--- config.mk ---
export PLATFORM = sky130hd
export DESIGN_NAME = uart_rx_frontend
export DESIGN_NICKNAME = d
export VERILOG_FILES = /design/src/rtl/uart_rx_frontend.sv
export SDC_FILE = /design/constraint.sdc
export NUM_CORES = 1
export LEC_CHECK = 0
export ABC_CLOCK_PERIOD_IN_PS = 5300
export BUFFER_PORTS_ARGS = -buffer_cell sky130_fd_sc_hd__buf_4
export CORE_UTILIZATION = 55
export CTS_BUF_LIST = sky130_fd_sc_hd__clkbuf_8
export CTS_CLUSTER_DIAMETER = 60
export DETAILED_ROUTE_END_ITERATION = 12
export PLACE_DENSITY = 0.74
export REMOVE_ABC_BUFFERS = 1
export SETUP_SLACK_MARGIN = 0.02
export SYNTH_ARGS = -nofsm -noshare
export SYNTH_HDL_FRONTEND = slang
export SYNTH_SLANG_ARGS = --single-unit
--- constraint.sdc ---
create_clock -name clk -period 5.3 [get_ports clk]
set_input_delay 0.795 -clock clk [delete_from_list [all_inputs] [get_ports clk]]
set_output_delay 0.795 -clock clk [all_outputs]
set_load 0.01 [all_outputs]
--- src/rtl/uart_rx_frontend.sv ---
`default_nettype none
// ============================================================================
// Module      : uart_rx_frontend
// Description : Asynchronous-serial receiver with 16x oversampling, mid-bit
//               sampling, false-start rejection, optional parity, and framing,
//               parity and overrun detection. Received bytes are handed off
//               over a valid/ready interface.
// Ports       : clk          - system clock, rising edge
//               rst          - asynchronous active-low reset
//               RX           - serial line, idle high, asynchronous to clk
//               data_out     - received byte, LSB first on the line
//               rx_valid     - data_out and error flags hold a byte
//               rx_ready     - consumer accepts when rx_valid && rx_ready
//               frame_error  - stop bit was low (qualified by rx_valid)
//               parity_error - parity mismatch (qualified by rx_valid)
//               overrun      - one-cycle pulse, a completed byte was dropped
//               rx_busy      - receiver is not idle
// Revision    : 1.0 - initial release
// ============================================================================
module uart_rx_frontend #(
    parameter int CLK_FREQ   = 50_000_000,
    parameter int BAUD_RATE  = 9600,
    parameter int PARITY_EN  = 1,
    parameter int PARITY_ODD = 0
) (
    input  logic       clk,
    input  logic       rst,
    input  logic       RX,
    output logic [7:0] data_out,
    output logic       rx_valid,
    input  logic       rx_ready,
    output logic       frame_error,
    output logic       parity_error,
    output logic       overrun,
    output logic       rx_busy
);

    localparam int             c_DIV     = CLK_FREQ / (16 * BAUD_RATE);
    localparam int             c_CW      = $clog2(c_DIV);
    localparam logic [c_CW-1:0] c_DIV_MAX = c_CW'(c_DIV - 1);
    localparam logic           c_ODD     = (PARITY_ODD != 0);

    typedef enum logic [2:0] {
        IDLE      = 3'd0,
        START     = 3'd1,
        DATA      = 3'd2,
        PARITY    = 3'd3,
        STOP      = 3'd4,
        WAIT_IDLE = 3'd5
    } state_t;

    state_t          r_state;
    state_t          w_state_nxt;
    logic [1:0]      r_sync;
    logic            w_rx_s;
    logic [c_CW-1:0] r_div;
    logic [3:0]      r_smp;
    logic [2:0]      r_bit;
    logic [7:0]      r_shift;
    logic            r_par_err;
    logic            w_tick;
    logic            w_bit_pt;
    logic            w_stop_pt;
    logic            w_can_deliver;
    logic [7:0]      r_data;
    logic            r_valid;
    logic            r_fe;
    logic            r_pe;
    logic            r_ovr;

    // Two-flop synchronizer; resets to the idle-line level.
    always_ff @(posedge clk or negedge rst) begin
        if (!rst) r_sync <= 2'b11;
        else      r_sync <= {r_sync[0], RX};
    end
    assign w_rx_s = r_sync[1];

    assign w_tick    = (r_div == c_DIV_MAX);
    assign w_bit_pt  = w_tick && (r_smp == 4'hF);
    assign w_stop_pt = (r_state == STOP) && w_bit_pt;
    // A byte may land if the holding register is empty or is being drained
    // in this very cycle.
    assign w_can_deliver = !r_valid || rx_ready;

    always_ff @(posedge clk or negedge rst) begin
        if (!rst) r_state <= IDLE;
        else      r_state <= w_state_nxt;
    end

    always_comb begin
        w_state_nxt = r_state;
        unique case (r_state)
            IDLE:      if (!w_rx_s) w_state_nxt = START;
            START:     if (w_tick && (r_smp == 4'd7))
                           w_state_nxt = w_rx_s ? IDLE : DATA;
            DATA:      if (w_bit_pt && (r_bit == 3'd7))
                           w_state_nxt = (PARITY_EN != 0) ? PARITY : STOP;
            PARITY:    if (w_bit_pt) w_state_nxt = STOP;
            // A low stop bit with the line still low is a break: wait for
            // the line to recover before hunting for the next start bit.
            STOP:      if (w_bit_pt) w_state_nxt = w_rx_s ? IDLE : WAIT_IDLE;
            WAIT_IDLE: if (w_rx_s) w_state_nxt = IDLE;
            default:   w_state_nxt = IDLE;
        endcase
    end

    // Baud tick divider, realigned to the detected start edge so that the
    // 8th tick lands in the middle of the start bit.
    always_ff @(posedge clk or negedge rst) begin
        if (!rst)                                r_div <= '0;
        else if ((r_state == IDLE) && !w_rx_s)   r_div <= '0;
        else if (w_tick)                         r_div <= '0;
        else                                     r_div <= r_div + 1'b1;
    end

    // Sample counter; cleared at mid-start so later samples fall mid-bit.
    always_ff @(posedge clk or negedge rst) begin
        if (!rst)                                           r_smp <= 4'd0;
        else if (r_state == IDLE)                           r_smp <= 4'd0;
        else if ((r_state == START) && w_tick && (r_smp == 4'd7)) r_smp <= 4'd0;
        else if (w_tick)                                    r_smp <= r_smp + 4'd1;
    end

    always_ff @(posedge clk or negedge rst) begin
        if (!rst) begin
            r_bit     <= 3'd0;
            r_shift   <= 8'h00;
            r_par_err <= 1'b0;
        end else begin
            if (r_state == START) begin
                r_bit     <= 3'd0;
                r_par_err <= 1'b0;
            end else if ((r_state == DATA) && w_bit_pt) begin
                r_shift[r_bit] <= w_rx_s;
                r_bit          <= r_bit + 3'd1;
            end else if ((r_state == PARITY) && w_bit_pt) begin
                r_par_err <= (^r_shift) ^ w_rx_s ^ c_ODD;
            end
        end
    end

    // Output holding register and handshake.
    always_ff @(posedge clk or negedge rst) begin
        if (!rst) begin
            r_data  <= 8'h00;
            r_valid <= 1'b0;
            r_fe    <= 1'b0;
            r_pe    <= 1'b0;
            r_ovr   <= 1'b0;
        end else begin
            r_ovr <= 1'b0;
            if (w_stop_pt && w_can_deliver) begin
                r_data  <= r_shift;
                r_fe    <= ~w_rx_s;
                r_pe    <= r_par_err;
                r_valid <= 1'b1;
            end else begin
                if (w_stop_pt) r_ovr <= 1'b1;
                if (r_valid && rx_ready) r_valid <= 1'b0;
            end
        end
    end

    assign data_out     = r_data;
    assign rx_valid     = r_valid;
    assign frame_error  = r_fe;
    assign parity_error = r_pe;
    assign overrun      = r_ovr;
    assign rx_busy      = (r_state != IDLE);

endmodule
`default_nettype wire

==> flow_metrics.tcl <==
set metrics [dict create \
    status "finished clean" \
    post-cts-setup-buffers 0 \
    power_frac_seq 0.620 \
    grt_antenna_before_repair 0 \
    hpwl_mm 2.517 \
    initial_core_util 0.5697 \
    pwr-share-comb 0.018 \
    fmax_mhz 417.2 \
    tns_ps 0 \
    peakVddDrop_v 0.0001867 \
    first_pass_iters 5 \
    critical_path.max_fanout 10 \
    yosys_warnings 0 \
    syn2layout_area_growth_pct 10.68 \
    post-place-cells 241 \
    io_buffers 16 \
    fp.dieH_um 63.58 \
    relSlewSlack 0.5998 \
    root_buffer "clkbuf_8" \
    drt_wl_total_mm 3.671 \
    ys.flop_type "dfrtp_1" \
    ys_async_sr_fraction 1.000 \
    io_pins 17 \
    num_vias 1414 \
    drive_gt1_frac 0.2250 \
    cts.sinks 42 \
    cts.path.max_buffers 2 \
    multi_input_area_um2 964.7 \
    synth_top_area_frac 0.4799 \
    post_drt_wl_per_cell_um 14.80 \
    fp.dieArea_um2 4042 \
    numCtsBuffers 5 \
    grt_first_pass_wirelength_mm 6.285 \
    slowest_stage "nor3_1" \
    path_buf_inv 2 \
    r2r_start "r_div[0]" \
    end_kind "primary output" \
    fin_crit_ps 2397 \
    cap_violations 0 \
    cts_tree "done" \
    crit_path_max_incr_delay_ps 520 \
    synth_area_leaders "dfrtp_1, mux2_2, xor2_1" \
    route.detailed.drc 0 \
    skew_ps 7.749 \
    switchingPower_mw 0.1107 \
    nFillCells 284 \
    final-hold-violation-count 0 \
    syn-instance-count 185 \
    crit_path_start_kind "flip-flop" \
    syn_area_um2 2086 \
    die_w_um 63.58 \
    globalplace.congestion 0.8583 \
    ys_seq_area_frac 0.5051 \
    reg2regPathDepth 7 \
    p_leak_nw 1.071 \
    required_ps 4510 \
    core_um2 3661 \
    power.clock.fraction 0.363 \
    grt_overflow_total 0 \
    crit_chain "nor3_1 -> inv_1 -> buf_4" \
    cp_top_family "simple AND/OR/NAND/NOR gates" \
    cts_resized 0 \
    vias_per_cell 5.702 \
    hold_start "r_sync[0]" \
    p_sw_frac 0.2123 \
    drt_iter0_markers 70 \
    p_per_area_nw_per_um2 225.9 \
    instances_no_fill 248 \
    setup_violations 0 \
    crit_type "reg -> out" \
    slew_viol_final 0 \
    yosysUniqueCellTypes 44 \
    worstPathArrival_ps 1600 \
    grt_pass1_vias 1378 \
    p_int_mw 0.4107 \
    cts_hold_buf 0 \
    tightestPinTransition_ps 596.3 \
    synth.largest_area_cell "dfrtp_1" \
    clkTransAtPathRegs_ps 80 \
    htreeDepth 2 \
    seqCellArea_um2 1054 \
    grt_max_degree 43 \
    syn_avg_cell_area_um2 11.27 \
    num_antenna_cells 0 \
    period_share 0.4523 \
    track_usage 0.2038 \
    ant_nets 0 \
    synth_edf_count 0 \
    rsz0062_at_grt "false" \
    clock_latency_ps 300 \
    startpoint "r_state[2]" \
    holdCritPathClass "reg -> reg" \
    worstHoldPathCells 0 \
    crit_cells 3 \
    rows 22 \
    finalNetCount 209 \
    ys_seq_elements 42 \
]
-- routing by layer --
| metal | GRT usage | vias up | share of wire |
|---|---|---|---|
| met5 | 0 | - | 0 |
| met4 | 0.09091 | 0 | 0.014 |
| met3 | 0.05254 | 6 | 0.046 |
| met2 | 0.3191 | 37 | 0.48 |
| met1 | 0.2642 | 680 | 0.46 |
| li1 | - | 691 | - |
-- cells in the mapped netlist (4+ instances only) --
library cell  number
dfrtp_1           40
mux2_2            15
nor2_1            15
nand2_1           13
nand3_1            9
xor2_1             8
inv_1              7
xnor2_1            6
a21oi_1            5
ha_1               5
clkbuf_1           4
o21ai_0            4
-- state kept, by name (all words and copies together), names as in the netlist --
signal and count:
r_div 9, data_out 8, r_shift 8, r_smp 4, r_bit 3, r_state 3
r_sync 2, frame_error 1, overrun 1, parity_error 1, r_par_err 1, rx_valid 1
-- path summary, 6_finish.rpt --
kind,end,slack [ps]
worst max-delay path,rx_busy,2900
worst min-delay path,r_sync[1],360
worst max register to register,data_out[6],3110
worst min register to register,r_sync[1],360
max in group asynchronous,r_sync[0],4460
min in group asynchronous,rx_valid,460
-- power by group through the flow --
stage | Clock [mW] | Sequential [mW] | Combinational (mW)
detailed placement | 0 | 0.329 | 0.00975
global placement | 0 | 0.329 | 0.00928
floorplan | 0 | 0.329 | 0.00150
global route | 0.205 | 0.323 | 0.0109
CTS | 0.194 | 0.323 | 0.00978
finish | 0.189 | 0.323 | 0.00917
-- layout make-up --
| cell class | instances | area share |
|---|---|---|
| multi-input combinational | 127 | 0.4179 |
| tap | 48 | 0.02602 |
| clock inverter | 2 | 0.003252 |
| timing repair buffer | 17 | 0.05528 |
| sequential | 42 | 0.4564 |
| inverter | 7 | 0.01138 |
| clock buffer | 5 | 0.02981 |
-- cell usage in the layout, fill, tap and decap left out, drive strengths merged, types with 2 or more instances in the layout --
master	n
a211oi	2
a21oi	5
a31oi	3
and3	2
and4	3
buf	17
clkbuf	5
dfrtp	40
dfstp	2
ha	5
inv	9
mux2	18
nand2	13
nand2b	2
nand3	9
nand3b	2
nand4	4
nand4b	3
nor2	15
nor3	3
nor3b	2
nor4	3
nor4b	3
o21ai	5
o41ai	2
xnor2	6
xor2	8
-- cells by family after synthesis --
group                      synth area share
buffers and inverters               0.03239
muxes                                0.1020
xor gates and xnor gates            0.06959
DFF                                  0.5051
adders and majority gates           0.02999
AOI/OAI and AO/OA                   0.06779
and+or+nand+nor                      0.1932
-- per-stage QoR --
stage               power (mW)  worst slack, ps  hold slack, ps  utilization  cell area (um2)
floorplan               0.3303             2835           345.2            -             2044
global placement        0.3386             3220           347.9       0.6097             2232
detailed placement      0.3391             3143           349.5       0.6097             2232
CTS                     0.5267             2911           360.0       0.6306             2308
global route            0.5394             2812           361.2       0.6306             2308
finish                  0.5214             2903           358.0       0.6306             2308
Power figures use the tool's default switching activity.
